## config.mk

```make
export PLATFORM = sky130hd
export DESIGN_NAME = decode_stage
export DESIGN_NICKNAME = d
export VERILOG_FILES = /design/src/rtl/decode_stage.sv
export SDC_FILE = /design/constraint.sdc
export NUM_CORES = 1
export LEC_CHECK = 0
export ABC_AREA = 1
export CORE_AREA = 2 2 136 138
export DETAILED_ROUTE_END_ITERATION = 16
export DIE_AREA = 0 0 138 140
export PLACE_DENSITY = 0.65
export SLEW_MARGIN = 5
export SYNTH_ARGS = -nofsm -noshare
export SYNTH_HDL_FRONTEND = slang
export SYNTH_SLANG_ARGS = --single-unit
```

## constraint.sdc

```tcl
create_clock -name clk -period 2.45 [get_ports clk]
set_input_delay 0.49 -clock clk [delete_from_list [all_inputs] [get_ports clk]]
set_output_delay 0.49 -clock clk [all_outputs]
set_load 0.1 [all_outputs]
```

## src/rtl/decode_stage.sv

```systemverilog
// Instruction-decode stage: splits op/funct, registers the decoded control bundle with PC/insn,
// and hands it downstream through a main register backed by a one-entry skid register.
module decode_stage #(
    parameter int INSN_W = 32,  // must be >= 32: op = insn[31:26], funct = insn[5:0]
    parameter int PC_W   = 32,
    parameter int CNT_W  = 8
) (
    input  logic              clk,
    input  logic              rst,
    input  logic              flush,
    input  logic              in_valid,
    output logic              in_ready,
    input  logic [INSN_W-1:0] in_insn,
    input  logic [PC_W-1:0]   in_pc,
    output logic              out_valid,
    input  logic              out_ready,
    output logic [INSN_W-1:0] out_insn,
    output logic [PC_W-1:0]   out_pc,
    output logic              do_calc,
    output logic [4:0]        alu_op,
    output logic              do_shift,
    output logic              do_movz,
    output logic              do_mem_read,
    output logic              do_mem_write,
    output logic              do_cmp,
    output logic              do_bit_test,
    output logic              do_jump,
    output logic              illegal,
    output logic [CNT_W-1:0]  illegal_cnt
);

    typedef struct packed {
        logic       do_calc;
        logic [4:0] alu_op;
        logic       do_shift;
        logic       do_movz;
        logic       do_mem_read;
        logic       do_mem_write;
        logic       do_cmp;
        logic       do_bit_test;
        logic       do_jump;
        logic       illegal;
    } bundle_t;

    logic [5:0] op;
    logic [5:0] funct;
    bundle_t    in_bnd;

    assign op    = in_insn[31:26];
    assign funct = in_insn[5:0];

    // Exactly one class bit ends up set; anything unmatched falls to illegal.
    always_comb begin
        in_bnd = '0;
        case (op)
            6'b000000: begin
                case (funct)
                    6'b100000, 6'b100010, 6'b100100, 6'b100101, 6'b100110: begin
                        in_bnd.do_calc = 1'b1;
                        in_bnd.alu_op  = funct[4:0];
                    end
                    6'b000000: in_bnd.do_shift = 1'b1;
                    6'b001010: in_bnd.do_movz  = 1'b1;
                    default:   in_bnd.illegal  = 1'b1;
                endcase
            end
            6'b100011: in_bnd.do_mem_read  = 1'b1;
            6'b101011: in_bnd.do_mem_write = 1'b1;
            6'b111110: in_bnd.do_cmp       = 1'b1;
            6'b111111: in_bnd.do_bit_test  = 1'b1;
            6'b000010: in_bnd.do_jump      = 1'b1;
            default:   in_bnd.illegal      = 1'b1;
        endcase
    end

    // Handshake: a transfer happens on a rising edge where valid and ready are both high.
    // in_ready depends only on skid occupancy, so it is a register output with no
    // combinational path from out_ready; out_* hold steady while out_valid & ~out_ready.
    logic              m_valid_q, m_valid_d;
    logic [INSN_W-1:0] m_insn_q, m_insn_d;
    logic [PC_W-1:0]   m_pc_q, m_pc_d;
    bundle_t           m_bnd_q, m_bnd_d;
    logic              s_valid_q, s_valid_d;
    logic [INSN_W-1:0] s_insn_q, s_insn_d;
    logic [PC_W-1:0]   s_pc_q, s_pc_d;
    bundle_t           s_bnd_q, s_bnd_d;
    logic [CNT_W-1:0]  cnt_q, cnt_d;
    logic              accept;
    logic              pop;

    assign accept = in_valid & ~s_valid_q;
    assign pop    = m_valid_q & out_ready;

    always_comb begin
        m_valid_d = m_valid_q;
        m_insn_d  = m_insn_q;
        m_pc_d    = m_pc_q;
        m_bnd_d   = m_bnd_q;
        s_valid_d = s_valid_q;
        s_insn_d  = s_insn_q;
        s_pc_d    = s_pc_q;
        s_bnd_d   = s_bnd_q;
        cnt_d     = cnt_q;

        // Counting happens even when a flush drops the accepted word.
        if (accept && in_bnd.illegal && (cnt_q != {CNT_W{1'b1}})) begin
            cnt_d = cnt_q + CNT_W'(1);
        end

        if (flush) begin
            m_valid_d = 1'b0;
            s_valid_d = 1'b0;
        end else if (!m_valid_q || pop) begin
            if (s_valid_q) begin
                m_valid_d = 1'b1;
                m_insn_d  = s_insn_q;
                m_pc_d    = s_pc_q;
                m_bnd_d   = s_bnd_q;
                s_valid_d = accept;
                s_insn_d  = in_insn;
                s_pc_d    = in_pc;
                s_bnd_d   = in_bnd;
            end else if (accept) begin
                m_valid_d = 1'b1;
                m_insn_d  = in_insn;
                m_pc_d    = in_pc;
                m_bnd_d   = in_bnd;
            end else begin
                m_valid_d = 1'b0;
            end
        end else if (accept) begin
            s_valid_d = 1'b1;
            s_insn_d  = in_insn;
            s_pc_d    = in_pc;
            s_bnd_d   = in_bnd;
        end
    end

    always_ff @(posedge clk) begin
        if (rst) begin
            m_valid_q <= 1'b0;
            m_insn_q  <= '0;
            m_pc_q    <= '0;
            m_bnd_q   <= '0;
            s_valid_q <= 1'b0;
            s_insn_q  <= '0;
            s_pc_q    <= '0;
            s_bnd_q   <= '0;
            cnt_q     <= '0;
        end else begin
            m_valid_q <= m_valid_d;
            m_insn_q  <= m_insn_d;
            m_pc_q    <= m_pc_d;
            m_bnd_q   <= m_bnd_d;
            s_valid_q <= s_valid_d;
            s_insn_q  <= s_insn_d;
            s_pc_q    <= s_pc_d;
            s_bnd_q   <= s_bnd_d;
            cnt_q     <= cnt_d;
        end
    end

    bundle_t out_bnd;

    assign out_bnd      = m_valid_q ? m_bnd_q : '0;
    assign in_ready     = ~s_valid_q;
    assign out_valid    = m_valid_q;
    assign out_insn     = m_insn_q;
    assign out_pc       = m_pc_q;
    assign do_calc      = out_bnd.do_calc;
    assign alu_op       = out_bnd.alu_op;
    assign do_shift     = out_bnd.do_shift;
    assign do_movz      = out_bnd.do_movz;
    assign do_mem_read  = out_bnd.do_mem_read;
    assign do_mem_write = out_bnd.do_mem_write;
    assign do_cmp       = out_bnd.do_cmp;
    assign do_bit_test  = out_bnd.do_bit_test;
    assign do_jump      = out_bnd.do_jump;
    assign illegal      = out_bnd.illegal;
    assign illegal_cnt  = cnt_q;

endmodule

```

# Yosys cells after proc, flatten, opt, wreduce, memory -nomap -nowiden
# Cells that the tools add are included.
word_totals:
  elab_cells: 88
  ff_bits: 166
  output_inout_bits: 88
  rom_bits: 0
  memories: 0
  input_bits: 69
  ram_bits: 0
  latch_bits: 0
classes:
  n_mul: 0
  bitwise: 4
  n_shift: 0
  mux: 29
  div: 0
  n_eq_ne: 13
  n_addsub: 1
  n_reduce_logical: 14
  magnitude_cmp: 0
op_table:
  columns: ["operator", "n"]
  rows:
  - ["2-to-1 mux 32 bit", 8]
  - ["2-to-1 mux 14 bit", 5]
  - ["== test 6 bit (second input constant)", 9]
  - ["2-to-1 mux 1 bit", 13]
  - ["logical NOT 6 bit", 2]
  - ["OR reduction 5 bit", 2]
  - ["adder 8 x 1 -> 8 bit (second input constant)", 1]
  - ["2-to-1 mux 8 bit", 1]
  - ["!= test 8 bit (second input constant)", 1]
  - ["OR reduction 7 bit", 1]
  - ["== test 6 x 2 -> 1 bit (second input constant)", 1]
  - ["== test 6 x 4 -> 1 bit (second input constant)", 1]
  - ["2-to-1 mux 6 bit", 1]
  - ["AND reduction 3 bit", 2]
  - ["nonzero test 2 bit", 2]
  - ["bitwise AND 1 bit", 2]
  - ["logical AND 1 bit", 2]
  - ["!= test 2 bit (second input constant)", 1]
  - ["NOT 1 bit", 2]
  - ["case mux 1 bit (2 select lines)", 1]
  - ["OR reduction 2 bit", 1]
  - ["logical NOT 1 bit", 1]
  - ["logical OR 1 bit", 1]

# Longest topological paths before layout
depth:
  word_depth: 6
  ltp_mapped: 12
  depth_no_buf: 12

# Worst setup path after synthesis
# No wires, ideal clock.
synth_path:
  path_type: "reg-to-output"
  startpoint: "register m_valid_q (netlist: out_valid)"
  endpoint: "output alu_op[4]"
  slack_ps: -66
  path_stages_with_launch: 4
  required_ps: 1960
  path_buffers: 1
  t_arrival_ps: 2026
  cell_sequence: "dfxtp_1 clkbuf_1 nand2_1 inv_1"
synth_between:
  elab_chain_len: 1
synth_lines:
  columns: ["element", "line", "source"]
  rows:
  - ["start, declared", "79", "logic m_valid_q, m_valid_d;"]
  - ["start signal, assigned", "151", "m_valid_q <= m_valid_d;"]
  - ["2-to-1 mux 14 bit", "165", "assign out_bnd = m_valid_q ? m_bnd_q : '0;"]
  - ["end, declared", "20", "output logic [4:0] alu_op,"]
# No other way between the ends.

# Worst setup path after layout
layout_path:
  startpoint: "input in_insn[28]"
  endpoint: "register cnt_q[7] (netlist: illegal_cnt[7])"
layout_between:
  elab_chain_len: 5
  word_cells_on_any_way: 10
  cone_classes: "eq/ne (5); mux (1); reduce/logical (4)"
layout_lines:
  columns: ["element", "line", "source"]
  rows:
  - ["start, declared", "13", "input logic [INSN_W-1:0] in_insn,"]
  - ["== test 6 bit / == test 6 x 2 -> 1 bit (equally long branches)", "55", "case (op)"]
  - ["OR reduction 5 bit (no line)", null, null]
  - ["case mux 1 bit (2 select lines) *", "55", null]
  - ["logical AND 1 bit * (2 in series)", "106", "if (accept && in_bnd.illegal && (cnt_q != {CNT_W{1'b1}})) begin"]
  - ["end signal, assigned", "159", "cnt_q <= cnt_d;"]
  - ["end, declared", "87", "logic [CNT_W-1:0] cnt_q, cnt_d;"]
# Every way passes the cells marked *; elsewhere a longest branch is shown, timed or not.
# A chain may end at the register's enable or synchronous reset.

==> impl_metrics.py <==
metrics = {
    "timing": {
        "slew_violations": 0,
        "maxSlewHeadroom": 0.410,
        "share_of_the_clock_period_used_by_the_worst_path": 0.786,
        "rsz0062_at_grt": "false",
        "achievable_frequency_mhz": 519,
        "fin_worst_skew_ns": 0.00791,
        "layout_min_cycle_time_ns": 1.93,
        "final.setup.tns_ns": 0,
        "setup_violations": 0,
        "final-hold-violation-count": 0,
        "worst_tran_pin_value_ns": 0.885,
    },
    "critical_path": {
        "critical_path.reg2reg.startpoint": "s_valid_q",
        "timing.critical_path.to": "illegal_cnt[7]",
        "ff2ff_path_depth": 8,
        "timing.setup.critical_path_class": "in -> reg",
        "worstSetupStartpoint": "in_insn[28]",
        "timing.rr.end": "s_insn_q[16]",
        "endpoint_type_of_the_worst_setup_path": "flop",
        "timing.critical_path.from_type": "input pin",
        "r2r_slack_ns": 0.64,
        "worst-endpoint-arrival_ns": 2.24,
        "worst_ep_required_time_ns": 2.76,
        "critPathMaxFanout": 14,
    },
    "power": {
        "worst_ir_drop_vdd_uv": 484,
        "power.density_nw_per_um2": 768,
        "netSwitchingPower_mw": 2.07,
        "power.combinational.fraction": 0.180,
        "power_report.internal_total_mw": 4.98,
        "switching_share": 0.294,
        "seq_power_share": 0.410,
        "power.share.clock": 0.410,
        "leakagePower_nw": 4.01,
    },
    "global_routing": {
        "globalRouteTotalUtil": 0.179,
        "wire_length_of_the_first_global_routing_pass_um": 28700,
        "grt_start_max_net_pins": 127,
        "via_count_of_the_first_global_routing_pass": 5776,
        "grt_remaining_overflow": 0,
        "number_of_antenna_violations_at_the_first_check_in_global_routing": 0,
    },
    "synthesis": {
        "yosys_warnings": 0,
        "synth_seq_cells": 166,
        "postSynth.topFlopCell": "dfxtp_1",
        "sequential_cell_area_fraction_in_the_yosys_report": 0.472,
        "synthDistinctLibCells": 34,
        "synthesis.nets": 1002,
        "synth_area_leaders": "dfxtp_1, nand2_1, o21ai_0",
        "syn-instance-count": 932,
        "synth.largest_area_cell": "dfxtp_1",
        "syn_area_um2": 7040,
        "synth_largest_type_area_fraction": 0.472,
        "synth-edff-count": 0,
        "synthArstFlopShare": 0,
        "avg_inst_size_synth_um2": 7.56,
    },
    "floorplan": {
        "die_h_um": 140,
        "io-pin-count": 157,
        "die_x_um": 138,
        "starting_utilization_of_the_core_area": 0.396,
        "design.core.area_um2": 17800,
        "die_area_um2": 19300,
        "num_rows": 49,
    },
    "detailed_routing": {
        "first_pass_iters": 5,
        "post-route-drc-count": 0,
        "vias": 6358,
        "avgRoutedWirePerCell_um": 13.4,
        "detail_route.iter0.violations": 285,
        "viasPerCell": 4.89,
        "detail_route.wirelength_um": 17400,
        "antenna_left": 0,
    },
    "placed_design": {
        "port-buffer-count": 156,
        "dp.cells": 1267,
        "hpwlAfterDp_um": 11100,
        "place_congestion": 0.779,
    },
    "cells_and_area": {
        "layout-area-overhead-vs-synth_pct": 30.4,
        "finalNetCount": 1127,
        "num_antenna_cells": 0,
        "final_layout_size_suffix_gt1_frac": 0.184,
        "final-instance-count-excl-fill": 1299,
    },
    "run_status": {
        "outcome": "finished clean",
    },
    "cts": {
        "cts-buffers-inserted": 17,
        "tritoncts_clock_tree": "done",
        "cts_htree_levels": 4,
        "clkLatencyLatePin_ns": 0.42,
        "clock-root-buffer": "clkbuf_16",
        "clock_tree.buffer_depth": 2,
        "tritoncts_num_sinks": 166,
        "clk_pin_slew_ns": 0.06,
        "cts_resized": 0,
        "number_of_buffers_inserted_to_repair_setup_after_cts": 0,
        "cts_hold_buf": 0,
    },
    "min_path": {
        "timing.hold.worst.class": "reg -> reg",
        "timing.hold.worst.start": "s_bnd_q[12]",
    },
    "job": {
        "max-cap-violations": 0,
    },
}
## critical path, stage by stage
cell and delay, ns:
clkdlybuf4s50_1 0.52, nor2_2 0.21, nand2_1 0.09, nor2_1 0.17
nand4_1 0.13, nand2_2 0.26, nand3_1 0.19, nor2_1 0.13
nor2_1 0.05
## state kept, by name, indices dropped and copies added, names as in the netlist
signal,count
out_pc,32
out_insn,32
out_valid,1
s_valid_q,1
s_bnd_q,14
m_bnd_q,14
s_pc_q,32
illegal_cnt,8
s_insn_q,32
## worst min-delay path by stage
stage / end / slack (ns) / depth (start not counted)
6_report: s_bnd_q[12] / 0.44 / 2
5_1_grt: s_bnd_q[11] / 0.46 / 2
4_1_cts: s_bnd_q[12] / 0.44 / 2
3_5_place_dp: s_bnd_q[12] / 0.43 / 2
3_3_place_gp: s_bnd_q[11] / 0.43 / 2
2_1_floorplan: s_bnd_q[11] / 0.42 / 2
## cells in the mapped netlist (all sizes together) (2+ instances only)
master  count
nand2     200
dfxtp     166
o21ai     149
inv       101
a21oi      79
a31oi      65
nor2       65
clkbuf     38
buf        30
nand3      13
nand4       9
nor3        8
xor2        2
## cell type report
cell class,count,area [um^2]
Clock buffer,21,480
Clock inverter,11,171
Multi-Input combinational cell,597,2980
Fill cell,1785,8600
Tap cell,229,287
Inverter,101,383
Timing Repair Buffer,174,1550
Sequential cell,166,3330
## power by group through the flow
stage               Sequential (mW)  Clock, mW  Combinational [mW]
floorplan                      3.54          0               0.345
global placement               2.95          0                1.27
detailed placement             2.95          0                1.28
CTS                            2.89       2.97                1.28
global route                   2.91       3.09                1.35
finish                         2.89       2.89                1.27
## cell usage in the layout, fill, tap and decap left out, drive strengths merged
cell / netlist / routed
nand2: 200 / 200
dfxtp: 166 / 166
o21ai: 149 / 149
buf: 30 / 106
inv: 101 / 100
a21oi: 79 / 79
clkdlybuf4s50: 0 / 68
a31oi: 65 / 65
nor2: 65 / 65
clkbuf: 38 / 21
nand3: 13 / 13
nand4: 9 / 9
nor3: 8 / 8
clkinv: 0 / 6
bufinv: 0 / 4
xor2: 2 / 2
clkinvlp: 0 / 2
o21bai: 1 / 1
a211oi: 1 / 1
o21a: 1 / 1
nand3b: 1 / 1
xnor2: 1 / 1
o211ai: 1 / 1
ha: 1 / 1
## per-layer routing
metal	GRT usage	vias to the layer above	part of all wire	wire, um
met3	0.0520	10	0.058	1010
met1	0.242	2881	0.48	8300
met2	0.281	133	0.46	7940
met5	0	-	0	0
li1	-	3334	-	-
met4	0.0510	0	0.0086	149
## cells by family after synthesis
kind of cell | after synthesis | synth area share
compound gates | 297 | 0.246
xor+xnor | 3 | 0.00373
fa+ha+maj | 1 | 0.00178
simple gates | 296 | 0.172
buf+inv | 169 | 0.105
flops | 166 | 0.472
## through the flow
stage                     total power [mW]  hold WS [ns]  worst slack, ns  instance area [um^2]   util
after floorplan                       3.88         0.418            0.180                  7040      -
after global placement                4.23         0.428            0.146                  8530  0.480
after detailed placement              4.23         0.431            0.120                  8530  0.480
after CTS                             7.14         0.443            0.512                  9180  0.516
after global routing                  7.35         0.456            0.339                  9180  0.516
final                                 7.06         0.441            0.524                  9180  0.516
(Power assumes the default switching activity.)
